### src/rtl/booth_mult_seq.sv
// Radix-2 Booth sequential multiplier. Handles signed and unsigned operands
// by extending them to WIDTH+1 bits and feeding them into one signed datapath.
module booth_mult_seq #(
  parameter int WIDTH = 24,
  parameter int CNTW  = $clog2(WIDTH + 2)
) (
  input  logic                 CLK,
  input  logic                 RSTK,
  input  logic [WIDTH-1:0]     m1,
  input  logic [WIDTH-1:0]     m2,
  input  logic                 BSIGNED,
  input  logic                 BREQ,
  input  logic                 BABORT,
  output logic                 BRDY,
  output logic                 BACK,
  output logic [2*WIDTH-1:0]   res
);

  typedef enum logic [1:0] {IDLE, CALC, DONE} state_t;

  state_t            state, state_next;
  logic [WIDTH:0]    a, m, q;
  logic              q1;
  logic [CNTW-1:0]   count;

  logic [WIDTH:0]    a_sum, a_sh, q_sh;
  logic              last_iter;

  assign last_iter = (count == CNTW'(WIDTH));

  always_comb begin
    a_sum = a;
    case ({q[0], q1})
      2'b01:   a_sum = a + m;
      2'b10:   a_sum = a - m;
      default: a_sum = a;
    endcase
    // Arithmetic shift of {A,Q,Q1}: the new A's sign bit is replicated
    a_sh = {a_sum[WIDTH], a_sum[WIDTH:1]};
    q_sh = {a_sum[0], q[WIDTH:1]};
  end

  always_ff @(posedge CLK or posedge RSTK) begin
    if (RSTK) state <= IDLE;
    else      state <= state_next;
  end

  always_comb begin
    state_next = state;
    case (state)
      IDLE: if (BREQ) state_next = CALC;
      CALC: begin
        if (BABORT)         state_next = IDLE;
        else if (last_iter) state_next = DONE;
      end
      DONE:    state_next = IDLE;
      default: state_next = IDLE;
    endcase
  end

  always_comb begin
    BRDY = (state == IDLE);
    BACK = (state == DONE);
  end

  always_ff @(posedge CLK or posedge RSTK) begin
    if (RSTK) begin
      a     <= '0;
      m     <= '0;
      q     <= '0;
      q1    <= 1'b0;
      count <= '0;
      res   <= '0;
    end else if (state == IDLE && BREQ) begin
      a     <= '0;
      m     <= {BSIGNED & m1[WIDTH-1], m1};
      q     <= {BSIGNED & m2[WIDTH-1], m2};
      q1    <= 1'b0;
      count <= '0;
    end else if (state == CALC && !BABORT) begin
      a     <= a_sh;
      q     <= q_sh;
      q1    <= q[0];
      count <= count + CNTW'(1);
      // The top two bits of the 2W+2-bit product are pure sign extension
      if (last_iter) res <= {a_sh[WIDTH-2:0], q_sh};
    end
  end

endmodule

### config.mk
export PLATFORM = sky130hd
export DESIGN_NAME = booth_mult_seq
export DESIGN_NICKNAME = d
export VERILOG_FILES = /design/src/rtl/booth_mult_seq.sv
export SDC_FILE = /design/constraint.sdc
export NUM_CORES = 1
export LEC_CHECK = 0
export CAP_MARGIN = 25
export CELL_PAD_IN_SITES_DETAIL_PLACEMENT = 1
export CELL_PAD_IN_SITES_GLOBAL_PLACEMENT = 1
export CORE_MARGIN = 2
export CORE_UTILIZATION = 41
export DETAILED_ROUTE_END_ITERATION = 8
export PLACE_DENSITY = 0.9
export SLEW_MARGIN = 0
export SYNTH_ARGS = -nofsm -noshare
export SYNTH_HDL_FRONTEND = slang
export SYNTH_SLANG_ARGS = --single-unit
### constraint.sdc
create_clock -name CLK -period 5.9 [get_ports CLK]
set_clock_uncertainty 0.2 [all_clocks]
set_input_delay 0.885 -clock CLK [delete_from_list [all_inputs] [get_ports CLK]]
set_output_delay 0.885 -clock CLK [all_outputs]
set_load 0.02 [all_outputs]
## After elaboration in Yosys (flattened, before gate mapping)

Index checks and enable logic that the tools add are counted.

| cells by class | value |
|---|---|
| bitwise logic cells | 3 |
| reduce and logical (&&, ||, !) cells | 7 |
| equal/unequal tests | 7 |
| muxes and demuxes | 13 |
| add/sub/neg operators | 3 |

Operators by type and width:

| operator | number |
|---|---|
| $mux W25 | 4 |
| $pmux W25 S2 | 1 |
| $add A25 B25 Y25 | 1 |
| $sub A25 B25 Y25 | 1 |
| $mux W5 | 2 |
| $mux W2 | 3 |
| $add A5 B1 Y5 const B | 1 |
| $eq A5 B5 Y1 const B | 1 |
| $eq A2 B1 Y1 const B | 2 |
| $eq A2 B2 Y1 const B | 2 |
| $pmux W2 S2 | 1 |
| $ne A3 B3 Y1 const B | 1 |
| $reduce_and A3 Y1 | 1 |
| $and A1 B1 Y1 | 2 |
| $logic_and A1 B1 Y1 | 2 |
| $logic_not A2 Y1 | 1 |
| $mux W1 | 2 |
| $ne A2 B2 Y1 const B | 1 |
| $reduce_and A2 Y1 | 1 |
| $reduce_bool A2 Y1 | 1 |
| $logic_not A1 Y1 | 1 |
| $not A1 Y1 | 1 |

| storage, ports and cells | value |
|---|---|
| flip-flop bits (word level) | 131 |
| bits of input ports | 53 |

## Depth between registers and ports, before layout

Gate-level depths: netlist of the first run.

| logic depth | value |
|---|---|
| depth after elaboration | 4 |
| depth in mapped cells | 17 |

## Worst setup path before layout of the first run

OpenSTA, ideal clock, no wires.

| timing | value |
|---|---|
| path type | flip-flop to flip-flop |
| start point | reg m[9] |
| end point | reg a[23] |
| cell stages (with the launch flop) | 16 |
| buffers on the path | 0 |
| period minus slack after synthesis | 3628 ps |
| data arrival time | 3291 ps |
| setup time | 137 ps |
| setup slack | 2272 ps |
| required time | 5563 ps |
| path through | dfrtp_1 -> or4_4 -> nor3_4 -> nor2_1 -> nor2_1 -> o21ai_0 -> xnor2_1 -> ha_1 -> a21o_1 -> a21o_1 -> a21oi_2 -> o21ai_0 -> a221o_1 -> a21oi_2 -> xnor2_1 -> o31ai_2 |

| between the ends | value |
|---|---|
| word-level cells in the longest chain between the ends | 4 |
| elaborated cells between the ends (all ways) | 5 |
| those cells by class | add/sub (2); mux (3) |

RTL lines:

| element | line | RTL |
|---|---|---|
| start: declaration | 22 | `logic [WIDTH:0] a, m, q;` |
| start signal: assignment | 76 | `m <= {BSIGNED & m1[WIDTH-1], m1};` |
| $sub A25 B25 Y25 / $add A25 B25 Y25 (equally long branches) | 35, 34 |  |
| $pmux W25 S2 (*) | 33 | `case ({q[0], q1})` |
| $mux W25 (*) | 80 | `end else if (state == CALC && !BABORT) begin` |
| $mux W25 (*) | 74 | `end else if (state == IDLE && BREQ) begin` |
| end signal: assignment | 81 | `a <= a_sh;` |
| end: declaration | 22 |  |

Mark *: on every way between the ends. The rest lies on a longest branch, timed or not. The select of a mux whose other input is x is not followed.
A chain may end at the register's enable or synchronous reset.

## Worst setup path after layout of the first run

| timing | value |
|---|---|
| start point | reg q1 |
| end point | reg a[23] |

| between the ends | value |
|---|---|
| word-level cells in the longest chain between the ends | 4 |
| elaborated cells between the ends (all ways) | 5 |
| those cells by class | eq/ne (2); mux (3) |

RTL lines:

| element | line | RTL |
|---|---|---|
| start: declaration | 23 | `logic q1;` |
| start signal: assignment | 83 | `q1 <= q[0];` |
| $eq A2 B2 Y1 / $eq A2 B1 Y1 (equally long branches) | 33 |  |
| $pmux W25 S2 (*) | 33 |  |
| $mux W25 (*) | 80 |  |
| $mux W25 (*) | 74 |  |

Marked as above.

==> flow_summary_export.csv, run 1 <==
group,metric,value,unit
min_path,hold_path_class,"reg -> reg",
global_route,grt_pass1_wl,36500,um
final_layout,multi_input_area,3610,sq um
power,p_comb_frac,0.445,
sta,clock.fmax,0.236,GHz
placement,globalplace.congestion,0.890,
drt,wl_per_cell,19.8,um
power,leakage,0.00418,uW
sta,relSlewSlack,0.471,
synth,synth_nets,897,
worst_setup_path,critPathRequiredTime,6000,ps
worst_setup_path,worst-path-buf-inv,1,
worst_setup_path,worstPathMaxFanout,22,
final_layout,syn_to_final_growth,26.2,%
worst_setup_path,cp_slowest_cell,"ha_1",
synth,synthArstFlopShare,1.00,
clock_tree,cts_buffer_depth,2,
synth,ys_seq_area_frac,0.460,
placement,dpl_cell_area,8290,sq um
power,power_density,484,nW/um^2
drt,vias,6443,
clock_tree,cts_setup_buffers,0,
floorplanning,core,17100,sq um
drt,ant_nets,0,
clock_tree,htreeDepth,4,
drt,firstDrtPassIters,6,
sta,maxSlewViolCount,0,
clock_tree,cts_root_buf,"clkbuf_16",
clock_tree,post_cts_resized,0,
final_layout,layoutNonFillerInstCount,1141,
worst_setup_path,cp.arrival,4340,ps
sta,fin_crit_sh,0.719,
placement,dp_cells,1108,
drt,drt-total-wl,22600,um
placement,port_buffers,102,
final_layout,nNetsFinal,984,
final_layout,fill_cells,1989,
worst_setup_path,critPathKind,"reg -> reg",
sta,whs,275,ps
floorplanning,die_y,135,um
sta,tightest_slew,793,ps
floorplanning,dieArea,18300,sq um
synth,syn_area_per_cell,8.68,sq um
synth,ys.flop_type,"dfrtp_1",
outcome,outcome,"finished, final reports clean",
sta,period_needed,4240,ps
floorplanning,rows,48,
synth,ys_warn_count,0,
synth,synth-edff-count,0,
global_route,grt_overflow,0,
power,power_frac_seq,0.288,
floorplanning,chipWidth,135,um
global_route,antenna_found_initial,1,
power,p_sw,1830,uW
clock_tree,clkLatencyLatePin,440,ps
clock_tree,cts.clk_slew.worst_paths,60,ps
sta,finalSetupTns,0,ps
clock_tree,cts_tree,"yes",
power,p_sw_frac,0.423,
sta,rsz0062_at_grt,"no",
drt,drt_iter0_drc,407,
drt,viasPerCell,5.65,
worst_setup_path,path_delay_family,"compound AO/OA/AOI/OAI gates",
floorplanning,start_util,0.415,
power,internal-power,2490,uW
sta,hold_violations,0,
sta,setup_viol,0,
worst_setup_path,end_kind,"flip-flop",
worst_setup_path,slowest_delay,660,ps
global_route,grt_max_degree,59,
worst_setup_path,path_cells,"inv_1 -> ha_1 -> a31oi_1 -> nor2_1 -> o21ai_0 -> xnor2_1 -> ha_1 -> a21o_1 -> a21o_1 -> a21oi_2 -> o21ai_0 -> a221o_1 -> a21oi_2 -> xnor2_1 -> o31ai_2",
worst_setup_path,start_kind,"flip-flop",
final_layout,seq_area,3250,sq um
drt,drcViolationCount,0,
power,peakVddDrop,0.275,mV
synth,syn_inst,815,
global_route,grt_pass1_vias,6906,
run,drv_cap,0,
floorplanning,ios,103,
global_route,grt_usage,0.257,
synth,syn_area,7070,sq um
final_layout,drive_above_1_share,0.0776,
synth,ys_seq_elements,130,
clock_tree,cts_buffers,17,
final_layout,finish.instance_area,8920,sq um
placement,dpl.hpwl,14700,um
synth,yosys.cell_types.count,62,
power,clkPwrFrac,0.267,
clock_tree,clock-sinks,130,
clock_tree,ctsHoldBuffers,0,
## cell usage after synthesis (all sizes together), types with 2 or more instances
cell,instances,area [sq um]
o21ai,50,250
nor2,49,186
nand3,17,90.1
nand2b,2,12.5
a211oi,2,20.0
o21a,6,45.0
a21o,5,37.5
a21oi,39,221
or4,2,18.8
o31ai,6,50.1
dfrtp,130,3250
a22oi,25,188
a31oi,7,43.8
a22o,11,96.3
xnor2,32,288
ha,28,350
o2111ai,3,26.3
mux2i,7,70.1
nand2,257,967
inv,16,60.1
and3,2,12.5
xor2,15,131
nor4,2,12.5
a211o,2,17.5
buf,8,32.5
nor3,11,76.3
and2,5,31.3
o211ai,5,42.5
nand4,5,31.3
clkbuf,35,131
a21boi,4,30.0
nor2b,5,31.3
o21bai,2,15.0
mux2,5,56.3
## kinds of logic (layout without fill, tap and decap cells)
family                     Yosys count  after routing  share of synthesized area
DFF                                130            130                      0.460
muxes                               12             12                     0.0179
buffers and inverters               59            159                     0.0317
other                                0              1                          0
and+or+nand+nor                    362            362                      0.213
adders and majority gates           29             29                     0.0524
xor gates and xnor gates            47             47                     0.0593
AOI/OAI and AO/OA                  176            176                      0.165
## cells in the final DEF (no fill, tap or decap), types with 7 or more instances in the layout
| cell | n |
|---|---|
| clkbuf_16 | 17 |
| xnor2_1 | 31 |
| xor2_1 | 15 |
| a21oi_1 | 34 |
| a22o_1 | 11 |
| buf_4 | 9 |
| a22oi_1 | 25 |
| inv_1 | 15 |
| nor2_1 | 47 |
| nand2_1 | 255 |
| nand3_1 | 16 |
| dfrtp_1 | 130 |
| ha_1 | 28 |
| a31oi_1 | 7 |
| nor3_1 | 8 |
| o21ai_0 | 50 |
| mux2i_1 | 7 |
| clkdlybuf4s50_1 | 102 |
## area by class of cell
| class | count | area share |
|---|---|---|
| clock inverter | 14 | 0.0213 |
| clock buffer | 18 | 0.0492 |
| sequential | 130 | 0.365 |
| timing repair buffer | 111 | 0.122 |
| antenna | 1 | 0.000280 |
| inverter | 16 | 0.00701 |
| tap | 225 | 0.0315 |
| multi-input combinational | 626 | 0.404 |
## through the flow
step	power, uW	setup slack (ps)	util
floorplan	2580	1350	-
global placement	3000	1890	0.486
detailed placement	3070	1720	0.486
CTS	4300	1650	0.523
global route	4580	1350	0.523
finish	4320	1660	0.523
## worst paths after layout
| path | startpoint | endpoint | slack, ps | depth (start not counted) |
|---|---|---|---|---|
| setup / recovery | q1$_DFFE_PP0P_ | a[23]$_DFFE_PP0P_ | 1660 | 15 |
| hold / removal | res[16]$_DFFE_PP0P_ | res[16]$_DFFE_PP0P_ | 270 | 2 |
| setup reg to reg | q1$_DFFE_PP0P_ | a[23]$_DFFE_PP0P_ | 1660 | 15 |
| hold reg to reg | res[16]$_DFFE_PP0P_ | res[16]$_DFFE_PP0P_ | 270 | 2 |
| max in group asynchronous | RSTK | res[2]$_DFFE_PP0P_ | 3800 | 3 |
| min in group asynchronous | RSTK | res[33]$_DFFE_PP0P_ | 670 | 2 |
## per-layer routing
metal	global-route usage	vias up	part of all wire
li1	-	2955	-
met1	0.303	3230	0.40
met2	0.456	179	0.52
met3	0.0408	79	0.034
met4	0.125	0	0.047
met5	0	-	0
## registers in the layout (all words and copies together), names as in the netlist
| signal | flops |
|---|---|
| q | 25 |
| q1 | 1 |
| m | 25 |
| res | 48 |
| count | 5 |
| a | 24 |
| state | 2 |
## power by group through the flow
stage / combinational (uW) / sequential, uW / clock [uW]
2_1_floorplan: 1400 / 1180 / 0
3_5_place_dp: 1830 / 1240 / 0
3_3_place_gp: 1760 / 1230 / 0
6_report: 1920 / 1240 / 1150
5_1_grt: 2120 / 1260 / 1200
4_1_cts: 1900 / 1240 / 1160
## tightest hold or removal path, delay by kind of cell (launching register included)
kind	cells	cell delay (ps)
AND/OR/NAND/NOR	2	100
flip-flops	1	340
(Power assumes the default switching activity.)
==> run 2, diff against run 1 <==
==> constraint.sdc (replaced) <==
create_clock -name CLK -period 4.2 [get_ports CLK]
set_clock_uncertainty 0.2 [all_clocks]
set_input_delay 0.63 -clock CLK [delete_from_list [all_inputs] [get_ports CLK]]
set_output_delay 0.63 -clock CLK [all_outputs]
set_load 0.02 [all_outputs]
==> run 2 against run 1 <==
  * Sequential cell count did not move
  * Via count fell by 2.5%
  * Non-clock buffer count rose by 1
  * Critical path type unchanged
  * Routed wire length fell by 5.5%
  * Critical path depth fell by 1
  * Total power rose by 35%
  * Global-route usage fell by 1.1 points
  * Worst setup slack got worse by 1400 ps
  * Largest power group unchanged
  * Sequential power rose by 40%
  * Combinational power rose by 40%
  * Die area did not move
  * Clock power rose by 23%
==> flow_summary_export.csv, run 2 (synthesized netlist as in run 1, its figures left out) <==
group,metric,value,unit
sta,maxSlewViolCount,0,
drt,vias,6281,
sta,period_needed,3910,ps
floorplanning,start_util,0.415,
sta,finalSetupTns,0,ps
clock_tree,clkLatencyLatePin,420,ps
clock_tree,ctsHoldBuffers,0,
final_layout,drive_above_1_share,0.0797,
sta,fin_crit_sh,0.932,
final_layout,top_register,"res",
drt,ant_nets,0,
final_layout,nNetsFinal,985,
power,power_density,655,nW/um^2
min_path,hold_path_class,"reg -> reg",
drt,wl_per_cell,18.7,um
worst_setup_path,start_kind,"flip-flop",
clock_tree,cts_tree,"yes",
run,drv_cap,0,
drt,drt-total-wl,21300,um
final_layout,syn_to_final_growth,25.8,%
sta,tightest_slew,853,ps
sta,whs,277,ps
global_route,grt_pass1_vias,6983,
global_route,grt_overflow,0,
floorplanning,rows,48,
sta,rsz0062_at_grt,"no",
sta,setup_ws,285,ps
sta,clock.fmax,0.255,GHz
drt,viasPerCell,5.50,
global_route,antenna_found_initial,0,
final_layout,diodes,0,
drt,firstDrtPassIters,4,
clock_tree,clock-sinks,130,
sta,setup_viol,0,
power,leakage,0.00416,uW
final_layout,final_cell_mix,"nand2_1 (255), dfrtp_1 (130), clkdlybuf4s50_1 (102), o21ai_0 (50), nor2_1 (46)",
clock_tree,cts_buffer_depth,2,
outcome,outcome,"finished, final reports clean",
floorplanning,ios,103,
worst_setup_path,worstPathMaxFanout,21,
clock_tree,cts_buffers,17,
clock_tree,cts.clk_slew.worst_paths,60,ps
final_layout,largest_reg_flops,48,
floorplanning,dieArea,18300,sq um
global_route,grt_usage,0.246,
floorplanning,die_y,135,um
drt,drt_iter0_drc,357,
floorplanning,chipWidth,135,um
power,peakVddDrop,0.498,mV
clock_tree,cts_root_buf,"clkbuf_16",
final_layout,largest_registers,"res (48), m (25), q (25)",
clock_tree,post_cts_resized,0,
worst_setup_path,critPathKind,"reg -> reg",
global_route,grt_pass1_wl,35500,um
floorplanning,core,17100,sq um
global_route,grt_max_degree,59,
clock_tree,cts_setup_buffers,0,
worst_setup_path,end_kind,"flip-flop",
clock_tree,htreeDepth,4,
placement,globalplace.congestion,0.891,
final_layout,final_common_cell,"nand2_1",
placement,port_buffers,102,
sta,relSlewSlack,0.430,
drt,drcViolationCount,0,
worst_setup_path,critPathRequiredTime,4260,ps
final_layout,fill_cells,2015,
placement,dpl.hpwl,14300,um
placement,pre_cts_ws,240,ps
sta,hold_violations,0,
worst_setup_path,cp.arrival,3980,ps
run 2: final timing paths:
| path | cells past startpoint | to | slack, ps | start |
|---|---|---|---|---|
| min in group asynchronous | 2 | m[1]$_DFFE_PP0P_ | 520 | RSTK |
| worst max-delay path | 14 | res[34]$_DFFE_PP0P_ | 290 | q1$_DFFE_PP0P_ |
| worst min register to register | 2 | res[2]$_DFFE_PP0P_ | 280 | res[2]$_DFFE_PP0P_ |
| worst max register to register | 14 | res[34]$_DFFE_PP0P_ | 290 | q1$_DFFE_PP0P_ |
| worst min-delay path | 2 | res[2]$_DFFE_PP0P_ | 280 | res[2]$_DFFE_PP0P_ |
| max in group asynchronous | 3 | res[5]$_DFFE_PP0P_ | 2500 | RSTK |
run 2: layer usage:
metal | up-vias | part of all wire | GRT usage
li1 | 2950 | - | -
met2 | 135 | 0.52 | 0.442
met3 | 51 | 0.029 | 0.0382
met4 | 0 | 0.036 | 0.124
met5 | - | 0 | 0
met1 | 3145 | 0.41 | 0.285
run 2: power by group:
part,internal [uW],switching (uW)
Combinational,1050,1630
Clock,789,622
Sequential,1480,253
Total,3320,2510
run 2: cell type report:
class | count | area (sq um) | area share
multi-input cells | 626 | 3610 | 0.405
flip-flops and latches | 130 | 3250 | 0.366
repair buffers | 112 | 1130 | 0.127
clock buffers | 18 | 439 | 0.0493
well taps | 225 | 282 | 0.0316
clock inverters | 14 | 120 | 0.0135
inverters | 16 | 63.8 | 0.00717
run 2: stage by stage:
stage	power, uW	util	area (sq um)	cells
finish	5830	0.522	8900	1141
global route	6210	0.522	8900	1141
CTS	5830	0.522	8900	1141
detailed placement	4310	0.489	8340	1109
global placement	4210	0.489	8340	1109
floorplan	3630	-	7080	815
run 2: critical path, stage by stage, from the launching register on:
cell and delay (ps):
dfrtp_1 380, inv_1 50, ha_1 150, buf_4 270, nor2_1 110, xnor2_1 230, ha_1 350, a211oi_2 320
nor3_1 160, nor4_1 610, nor2_1 260, xnor2_1 200, nor2_1 70, a21oi_1 230, o21ai_0 140
==> run 3, diff against run 2 <==
--- a/config.mk
+++ b/config.mk
@@ -12,6 +12,7 @@
 export CORE_UTILIZATION = 41
 export DETAILED_ROUTE_END_ITERATION = 8
 export PLACE_DENSITY = 0.9
+export REMOVE_ABC_BUFFERS = 1
 export SLEW_MARGIN = 0
 export SYNTH_ARGS = -nofsm -noshare
 export SYNTH_HDL_FRONTEND = slang
==> run 3 against run 2 <==
  * Routed wire length is 3.4% higher
  * Final area is 1.4% higher
  * Utilization is 0.76 points higher
  * Non-clock buffer count is 6 higher
  * Highest routed layer unchanged
  * First-iteration DRC count is 1.7% higher
  * Sequential cell count stayed put
  * Worst setup slack worse by 180 ps
  * Largest power group unchanged
==> flow_summary_export.csv, run 3 (synthesized netlist as in run 1, its figures left out) <==
group,metric,value,unit
outcome,outcome,"finished, final reports clean",
placement,dpl.hpwl,14400,um
min_path,hold_path_class,"reg -> reg",
power,peakVddDrop,0.324,mV
clock_tree,htreeDepth,4,
final_layout,layoutNonFillerInstCount,1147,
clock_tree,cts_tree,"yes",
global_route,grt_pass1_wl,35000,um
placement,pre_cts_ws,201,ps
final_layout,final_common_cell,"nand2_1",
clock_tree,cts_root_buf,"clkbuf_16",
floorplanning,die_y,135,um
worst_setup_path,crit_cells,14,
sta,clock.fmax,0.244,GHz
drt,viasPerCell,5.54,
clock_tree,clock-sinks,130,
worst_setup_path,slowest_delay,590,ps
placement,port_buffers,102,
clock_tree,clkLatencyLatePin,430,ps
drt,drt-total-wl,22000,um
clock_tree,cts_buffers,17,
worst_setup_path,r2r-start,"m[9]$_DFFE_PP0P_",
worst_setup_path,worstPathMaxFanout,8,
worst_setup_path,cp-startpoint,"m[9]$_DFFE_PP0P_",
worst_setup_path,start_kind,"flip-flop",
global_route,antenna_found_initial,0,
global_route,grt_max_degree,59,
worst_setup_path,critPathRequiredTime,4260,ps
worst_setup_path,end_kind,"flip-flop",
drt,ant_nets,0,
worst_setup_path,r2r_slack,110,ps
worst_setup_path,cp_common_cell,"o21ai_0",
final_layout,largest_registers,"res (48), m (25), q (25)",
global_route,grt_overflow,0,
floorplanning,dieArea,18300,sq um
sta,hold_violations,0,
global_route,grt_pass1_vias,6833,
run,drv_cap,0,
final_layout,largest_reg_flops,48,
global_route,grt_usage,0.247,
sta,fin_crit_sh,0.974,
worst_setup_path,endpoint,"a[22]$_DFFE_PP0P_",
placement,globalplace.congestion,0.907,
power,leakage,0.00423,uW
worst_setup_path,worst-path-buf-inv,0,
worst_setup_path,path_delay_family,"simple AND/OR/NAND/NOR gates",
power,power_density,673,nW/um^2
floorplanning,start_util,0.415,
sta,maxSlewViolCount,0,
drt,vias,6352,
floorplanning,chipWidth,135,um
sta,period_needed,4090,ps
worst_setup_path,cp_slowest_cell,"or4_4",
clock_tree,cts_buffer_depth,2,
sta,relSlewSlack,0.515,
final_layout,diodes,0,
worst_setup_path,path_cells,"or4_4 -> nor3_4 -> and2_1 -> a21oi_1 -> xnor2_1 -> ha_1 -> nand2_1 -> o21ai_0 -> a31oi_1 -> o21ai_0 -> a21oi_1 -> xnor2_1 -> mux2i_1 -> o21ai_0",
final_layout,nNetsFinal,991,
drt,firstDrtPassIters,4,
floorplanning,rows,48,
drt,drt_iter0_drc,363,
final_layout,top_register,"res",
final_layout,drive_above_1_share,0.0835,
sta,setup_ws,109,ps
clock_tree,cts.clk_slew.worst_paths,60,ps
floorplanning,ios,103,
drt,drcViolationCount,0,
worst_setup_path,critPathKind,"reg -> reg",
worst_setup_path,regToRegEndpoint,"a[22]$_DFFE_PP0P_",
sta,whs,278,ps
worst_setup_path,rr_worst_depth,14,
worst_setup_path,cp.arrival,4150,ps
final_layout,syn_to_final_growth,27.7,%
final_layout,fin_util,0.529,
sta,tightest_slew,727,ps
sta,finalSetupTns,0,ps
placement,dp_cells,1114,
sta,setup_viol,0,
drt,wl_per_cell,19.2,um
final_layout,final_cell_mix,"nand2_1 (255), dfrtp_1 (130), clkdlybuf4s50_1 (102), o21ai_0 (50), nor2_1 (46)",
floorplanning,core,17100,sq um
-- run 3: worst register-to-register path, delay by kind of cell, from the launching register on --
| family | cells | cell delay [ps] |
|---|---|---|
| AOI/OAI and AO/OA | 6 | 1070 |
| xor gates and xnor gates | 2 | 310 |
| muxes | 1 | 270 |
| DFF | 1 | 440 |
| adders and majority gates | 1 | 480 |
| and+or+nand+nor | 4 | 1160 |
-- run 3: metal layers --
metal / track usage / wire, um
met1: 0.281 / 8900
met2: 0.436 / 11200
met3: 0.0700 / 1220
met4: 0.104 / 717
met5: 0 / 0
-- run 3: through the flow --
step | area, sq um | power (uW)
after global placement | 8350 | 4160
after global routing | 9030 | 6420
final | 9030 | 6070
after detailed placement | 8350 | 4280
after floorplan | 6910 | 3600
after CTS | 8990 | 6020
-- run 3: report_power, final --
part / total [uW] / switching [uW] / internal, uW / leakage, uW
clock network: 1640 / 580 / 1060 / 0.000307
logic: 2700 / 1610 / 1090 / 0.00220
registers: 1740 / 256 / 1480 / 0.00172
total: 6070 / 2450 / 3620 / 0.00423
-- run 3: final cells by class --
type,instances,area [sq um]
timing repair buffer,118,1170
tap,225,282
clock buffer,24,492
clock inverter,8,149
inverter,16,62.6
sequential,130,3250
multi-input combinational,626,3620
fill,2006,8030
-- run 3: worst min-delay path by stage --
stage / startpoint / endpoint / slack [ps] / cells past startpoint
floorplan: a[0]$_DFFE_PP0P_ / a[0]$_DFFE_PP0P_ / 250 / 2
global placement: res[33]$_DFFE_PP0P_ / res[33]$_DFFE_PP0P_ / 260 / 2
detailed placement: res[5]$_DFFE_PP0P_ / res[5]$_DFFE_PP0P_ / 270 / 2
CTS: res[29]$_DFFE_PP0P_ / res[29]$_DFFE_PP0P_ / 280 / 2
global route: res[29]$_DFFE_PP0P_ / res[29]$_DFFE_PP0P_ / 290 / 2
finish: res[5]$_DFFE_PP0P_ / res[5]$_DFFE_PP0P_ / 280 / 2
-- run 3: repair_timing --
item / 4_1_cts / 5_1_grt
setup endpoints to repair: 0 / 2
hold endpoints to repair: 0 / 0
hold buffers: 0 / 0
buffers inserted: 0 / 0
gates resized for setup: 0 / 2
